--- config.mk ---
export PLATFORM = sky130hd
export DESIGN_NAME = regfile_wr_arbiter
export DESIGN_NICKNAME = d
export VERILOG_FILES = /design/src/rtl/regfile_wr_arbiter.sv
export SDC_FILE = /design/constraint.sdc
export NUM_CORES = 2
export LEC_CHECK = 0
export CAP_MARGIN = 20
export CORE_MARGIN = 10
export CORE_UTILIZATION = 35
export CTS_CLUSTER_SIZE = 8
export DETAILED_ROUTE_END_ITERATION = 6
export HOLD_SLACK_MARGIN = 0.12
export PLACE_DENSITY = 0.63
export SLEW_MARGIN = 20
export SYNTH_ARGS = -nofsm -noshare
export SYNTH_HDL_FRONTEND = slang
export SYNTH_SLANG_ARGS = --single-unit
--- constraint.sdc ---
create_clock -name clk -period 6.2 [get_ports clk]
set_input_delay 1.55 -clock clk [delete_from_list [all_inputs] [get_ports clk]]
set_output_delay 1.55 -clock clk [all_outputs]
set_load 0.02 [all_outputs]
--- src/rtl/regfile_wr_arbiter.sv ---
// regfile_wr_arbiter
// Routes write requests from the core write-back ports and the external write
// ports onto the banked register file. Each address is split into a bank and
// an in-bank offset. Every bank grants at most one write per cycle, picked
// round-robin among the ports that target it. The granted writes reach the bank
// write ports one cycle later, from registers.
//
// Optional feature: define REGFILE_WR_ARB_STATS_EN to add conflict_cnt_o. This
// saturating 32-bit counter adds up, each cycle, the valid in-range requests
// that were not granted.
//
// Handshake: a transfer happens on a rising edge where wr_valid_i[p] and
// wr_ready_o[p] are both high. A source that is not granted keeps valid,
// address and data stable, or it drops valid, which leaves no state behind.
// wr_ready_o is combinational from wr_valid_i, wr_addr_i and the round-robin
// pointers. It is held low while rst is high. An out-of-range address is
// accepted at once and dropped, and addr_err_o pulses for one cycle.

module regfile_wr_arbiter #(
  parameter int DATA_WIDTH     = 16,
  parameter int N_CORES        = 4,
  parameter int N_EXT_WR_PORTS = 1,
  parameter int N_BANK         = 4,
  parameter int N_BANK_SIZE    = 16,
  localparam int N_WR_PORTS    = N_CORES + N_EXT_WR_PORTS,
  localparam int OFF_W         = $clog2(N_BANK_SIZE),
  localparam int ADDR_W        = $clog2(N_BANK * N_BANK_SIZE)
) (
  input  logic                         clk,
  input  logic                         rst,
  input  logic [N_WR_PORTS-1:0]        wr_valid_i,
  input  logic [N_WR_PORTS*ADDR_W-1:0] wr_addr_i,
  input  logic [N_WR_PORTS*DATA_WIDTH-1:0] wr_data_i,
  output logic [N_WR_PORTS-1:0]        wr_ready_o,
  output logic [N_BANK-1:0]            bank_wr_en_o,
  output logic [N_BANK*OFF_W-1:0]      bank_wr_addr_o,
  output logic [N_BANK*DATA_WIDTH-1:0] bank_wr_data_o,
`ifdef REGFILE_WR_ARB_STATS_EN
  output logic [31:0]                  conflict_cnt_o,
`endif
  output logic                         addr_err_o
);

  localparam int PTR_W = (N_WR_PORTS > 1) ? $clog2(N_WR_PORTS) : 1;

  logic [ADDR_W-1:0]     port_addr [N_WR_PORTS];
  logic [ADDR_W-1:0]     port_bank [N_WR_PORTS];
  logic [N_WR_PORTS-1:0] addr_oor;
  logic [N_WR_PORTS-1:0] in_range_req;
  logic [N_WR_PORTS-1:0] contend [N_BANK];

  logic [PTR_W-1:0]      rr_ptr    [N_BANK];
  logic [N_BANK-1:0]     bank_gnt;
  logic [PTR_W-1:0]      gnt_next  [N_BANK];
  logic [OFF_W-1:0]      gnt_off   [N_BANK];
  logic [DATA_WIDTH-1:0] gnt_data  [N_BANK];
  logic [N_WR_PORTS-1:0] granted;

  // Split each port address into bank and offset, and build the per-bank contender masks
  always_comb begin
    for (int b = 0; b < N_BANK; b++) begin
      contend[b] = '0;
    end
    for (int p = 0; p < N_WR_PORTS; p++) begin
      port_addr[p]    = wr_addr_i[p*ADDR_W +: ADDR_W];
      port_bank[p]    = port_addr[p] >> OFF_W;
      addr_oor[p]     = (port_bank[p] >= ADDR_W'(N_BANK));
      in_range_req[p] = wr_valid_i[p] && !addr_oor[p];
      for (int b = 0; b < N_BANK; b++) begin
        contend[b][p] = in_range_req[p] && (port_bank[p] == ADDR_W'(b));
      end
    end
  end

  // Per-bank round-robin: the first contender at or after rr_ptr, wrapping, wins
  always_comb begin
    bank_gnt = '0;
    granted  = '0;
    for (int b = 0; b < N_BANK; b++) begin
      gnt_next[b] = '0;
      gnt_off[b]  = '0;
      gnt_data[b] = '0;
      for (int k = 0; k < N_WR_PORTS; k++) begin
        int idx;
        idx = int'(rr_ptr[b]) + k;
        if (idx >= N_WR_PORTS) idx = idx - N_WR_PORTS;
        if (!bank_gnt[b] && contend[b][idx]) begin
          bank_gnt[b]  = 1'b1;
          granted[idx] = 1'b1;
          gnt_next[b]  = (idx == N_WR_PORTS - 1) ? '0 : PTR_W'(idx + 1);
          gnt_off[b]   = port_addr[idx][OFF_W-1:0];
          gnt_data[b]  = wr_data_i[idx*DATA_WIDTH +: DATA_WIDTH];
        end
      end
    end
  end

  // Ready: granted in-range writes, plus out-of-range writes that get swallowed
  always_comb begin
    wr_ready_o = rst ? '0 : (granted | (wr_valid_i & addr_oor));
  end

  // Register the granted writes onto the bank ports and advance the winning banks' pointers
  always_ff @(posedge clk) begin
    if (rst) begin
      bank_wr_en_o   <= '0;
      bank_wr_addr_o <= '0;
      bank_wr_data_o <= '0;
      addr_err_o     <= 1'b0;
      for (int b = 0; b < N_BANK; b++) begin
        rr_ptr[b] <= '0;
      end
    end else begin
      bank_wr_en_o <= bank_gnt;
      addr_err_o   <= |(wr_valid_i & addr_oor);
      for (int b = 0; b < N_BANK; b++) begin
        if (bank_gnt[b]) begin
          bank_wr_addr_o[b*OFF_W +: OFF_W]           <= gnt_off[b];
          bank_wr_data_o[b*DATA_WIDTH +: DATA_WIDTH] <= gnt_data[b];
          rr_ptr[b]                                  <= gnt_next[b];
        end
      end
    end
  end

`ifdef REGFILE_WR_ARB_STATS_EN
  logic [31:0] miss_cnt;
  logic [32:0] cnt_sum;

  // Count the in-range requests that lost arbitration this cycle
  always_comb begin
    miss_cnt = '0;
    for (int p = 0; p < N_WR_PORTS; p++) begin
      miss_cnt = miss_cnt + {31'b0, in_range_req[p] & ~granted[p]};
    end
    cnt_sum = {1'b0, conflict_cnt_o} + {1'b0, miss_cnt};
  end

  // Saturating conflict accumulator
  always_ff @(posedge clk) begin
    if (rst) begin
      conflict_cnt_o <= '0;
    end else if (cnt_sum[32]) begin
      conflict_cnt_o <= '1;
    end else begin
      conflict_cnt_o <= cnt_sum[31:0];
    end
  end
`endif

endmodule

==> results by group <==
Status
  – Outcome: finished, violations left
  – Failing checks: design-rule violations

Routing
  – Total Wirelength: 156,000 um
  – Vias per cell: 7.21
  – Met2 WL: 62,900 um
  – DR pass1 iterations: 7
  – DRC Markers: 11
  – Routed Antenna Nets: 0
  – M1 WL: 56,300 um
  – Top Layer Used: met5
  – Vias: 34,408
  – Iteration-0 DRC count of the detailed router: 5,917
  – Met3 WL: 23,600 um
  – Avg WL per Cell: 32.6 um

Placed design
  – Port bufs: 205
  – DP HPWL: 109,000 um
  – Placed cells: 4,736
  – Place WS: -546 ps
  – Area after DPL: 31,500 um^2
  – GPL Wtd Cong: 1.08

Synth
  – Post-Syn Nets: 3,790
  – Most numerous cell in the Yosys netlist: nand2_1
  – Post-synth EDFFs: 12
  – Synth top area cells: mux4_2 (22%), nand2_1 (7.5%), dfxtp_1 (6.3%), clkbuf_1 (5.3%), ha_1 (4.1%)
  – Post-Synthesis Cells: 3,580
  – Synth Warn #: 0
  – Post-Syn Area: 26,800 um^2
  – Yosys reg bits: 96
  – Top cell type's share of synthesized area: 0.216
  – Synth area leader: mux4_2
  – Top_reg_cell synth: dfxtp_1
  – Post-synthesis sequential area ratio: 0.0761
  – Mean Syn Cell Area: 7.50 um^2
  – Synth unique cells: 104
  – Post-synth top cells: nand2_1 (535), clkbuf_1 (377), mux4_2 (258), nor2_1 (244), a21oi_1 (195)
  – Post-synth ARST share: 0

STA
  – Fin crit share: 0.998
  – Fmax: 162 MHz
  – Setup WS post-layout: 14.3 ps
  – Setup-failing EPs final: 0
  – Clock Skew: 17.0 ps
  – Worst Max-Slew Pin Slew: 1280 ps
  – Crit path time final: 6190 ps
  – RSZ-0062 raised after global routing: yes
  – Pins over their slew limit: 0
  – Final Hold Violating Endpoints: 0
  – Slew headroom: 0.147

Cells and area
  – P&R area growth vs syn: 20.2%
  – Final net count: 3,935
  – Final instance area: 32,300 um^2
  – Utilization after layout: 0.425
  – Filler Cell Count: 7,688
  – Fraction of layout cells with a size suffix above 1: 0.227
  – Finished Layout Cells: 4,770

Clock tree
  – Hold-fix buffers at CTS: 0
  – Worst-path clk slew: 90 ps
  – Root buffer cell: clkbuf_16
  – Max clock buf depth: 2
  – CTS Buf Count: 9
  – CTS tree: built
  – Clk_lat worst skew: 430 ps
  – CTS Sinks: 96
  – H-tree levels: 3

Global route
  – Overall Global Routing Usage: 0.332
  – Largest net degree at the start of global routing: 55
  – First-pass GRT wire length: 223,000 um
  – Initial antenna violation count: 15
  – Vias in the first global route: 31,983
  – Remaining global-route overflow: 0

Flow run
  – Max cap viols: 0

Critical path
  – WP data required: 4650 ps
  – CP arrival: 4640 ps
  – Endpoint class of the critical path: output port
  – Crit path largest cell delay: 530 ps
  – Cell family with most CP delay: simple AND/OR/NAND/NOR gates
  – Setup CP Type: in -> out
  – Worst R2R Path Depth: 17
  – CP Buf/Inv Count: 5
  – Most common cell on crit path: buf_4
  – CP cell instances: dlygate4sd2_1, buf_4, or3b_2, or3_1, a31oi_1, buf_4, a31o_2, a2111oi_4, a2111o_1, nor4_2, buf_4, a31oi_2, buf_4
  – Worst r2r dst: bank_wr_data_o[60]$_SDFFE_PP0P_
  – Reg2Reg Setup Slack: 1390 ps
  – FF-to-FF Start: rr_ptr[3][1]$_SDFFCE_PN0P_
  – Max stage delay cell, worst path: or3b_2
  – Critical Path Fanout Max: 4
  – Setup crit start kind: input pin

Min path
  – Hold path startpoint: bank_wr_addr_o[1]$_SDFFE_PP0P_
  – Hold Path End: bank_wr_addr_o[1]$_SDFFE_PP0P_
  – Worst hold path cell count: 2
  – HP Class: reg -> reg

Floorplan
  – Chip Width: 297 um
  – Count of standard-cell rows: 101
  – I/O pin count: 207
  – Core box area: 75,900 um^2
  – Die height: 297 um
  – DIE AREA: 88,200 um^2
  – Starting Density: 0.353
[stage by stage]
step / TNS [ps] / hold slack [ps]
CTS: 0 / 468
global route: -105 / 493
global placement: -1620 / 449
finish: 0 / 460
floorplan: 0 / 530
detailed placement: -1510 / 448
[layout by cell type, fill, tap and decap left out, drive strengths merged, types with 60 or more instances in the layout]
| cell | instances |
|---|---|
| a22o | 66 |
| o22ai | 60 |
| a22oi | 123 |
| nand3 | 192 |
| o21ai | 165 |
| a21oi | 201 |
| nor2 | 245 |
| inv | 84 |
| ha | 89 |
| a211oi | 73 |
| dfxtp | 84 |
| nand2 | 535 |
| mux2i | 107 |
| mux4 | 258 |
| clkdlybuf4s50 | 183 |
| nor3 | 83 |
| buf | 408 |
[worst min-delay path, cell delays in order, from the launching register on]
cell and delay [ps]:
dfxtp_1 320, nand2_1 50, a21oi_1 50
[metal layers]
metal | GRT usage | up-vias
li1 | - | 14121
met1 | 0.417 | 16229
met2 | 0.475 | 3211
met3 | 0.122 | 833
met4 | 0.209 | 14
met5 | 0.00664 | -
[sequential cells by signal, indices dropped and copies added, names as in the netlist]
signal	flops
bank_wr_en_o	4
bank_wr_addr_o	16
rr_ptr	12
bank_wr_data_o	64
[worst max-delay path by stage]
| stage | cells past startpoint | slack (ps) | startpoint | endpoint |
|---|---|---|---|---|
| 2_1_floorplan | 18 | 6 | rr_ptr[3][0]$_SDFFCE_PN0P_ | wr_ready_o[2] |
| 3_3_place_gp | 14 | -590 | wr_addr_i[29] | wr_ready_o[3] |
| 3_5_place_dp | 11 | -550 | wr_addr_i[5] | wr_ready_o[3] |
| 4_1_cts | 15 | 6 | wr_addr_i[22] | wr_ready_o[3] |
| 6_report | 13 | 10 | wr_addr_i[29] | wr_ready_o[4] |
| 5_1_grt | 15 | -50 | wr_addr_i[11] | wr_ready_o[3] |
[area by class of cell]
cell class / instances / area, um^2 / area share
repair buffers: 607 / 5080 / 0.157
diodes: 10 / 25.0 / 0.000776
clock inverters: 7 / 103 / 0.00318
flip-flops and latches: 96 / 2040 / 0.0633
inverters: 89 / 337 / 0.0104
multi-input cells: 2922 / 23200 / 0.718
well taps: 1030 / 1290 / 0.0399
clock buffers: 9 / 225 / 0.00698
[cells by family after synthesis]
| group | after synthesis | share of synthesized area |
|---|---|---|
| and+or+nand+nor | 1303 | 0.224 |
| adders and majority gates | 93 | 0.0445 |
| xor gates and xnor gates | 17 | 0.00751 |
| muxes | 378 | 0.262 |
| other | 1 | 0.000140 |
| AOI/OAI and AO/OA | 1130 | 0.303 |
| buffers and inverters | 562 | 0.0827 |
| DFF | 96 | 0.0761 |
[timing repair]
| action | in CTS | in global routing |
|---|---|---|
| pin swaps | 5 | 13 |
| gates resized for setup | 43 | 46 |
| setup buffers | 2 | 5 |
| setup endpoints to repair | 5 | 5 |
| endpoints found under the hold margin | 0 | 0 |
Power is not shown: default switching activity piles up to over one toggle a cycle in this logic, so the estimate is an artifact.
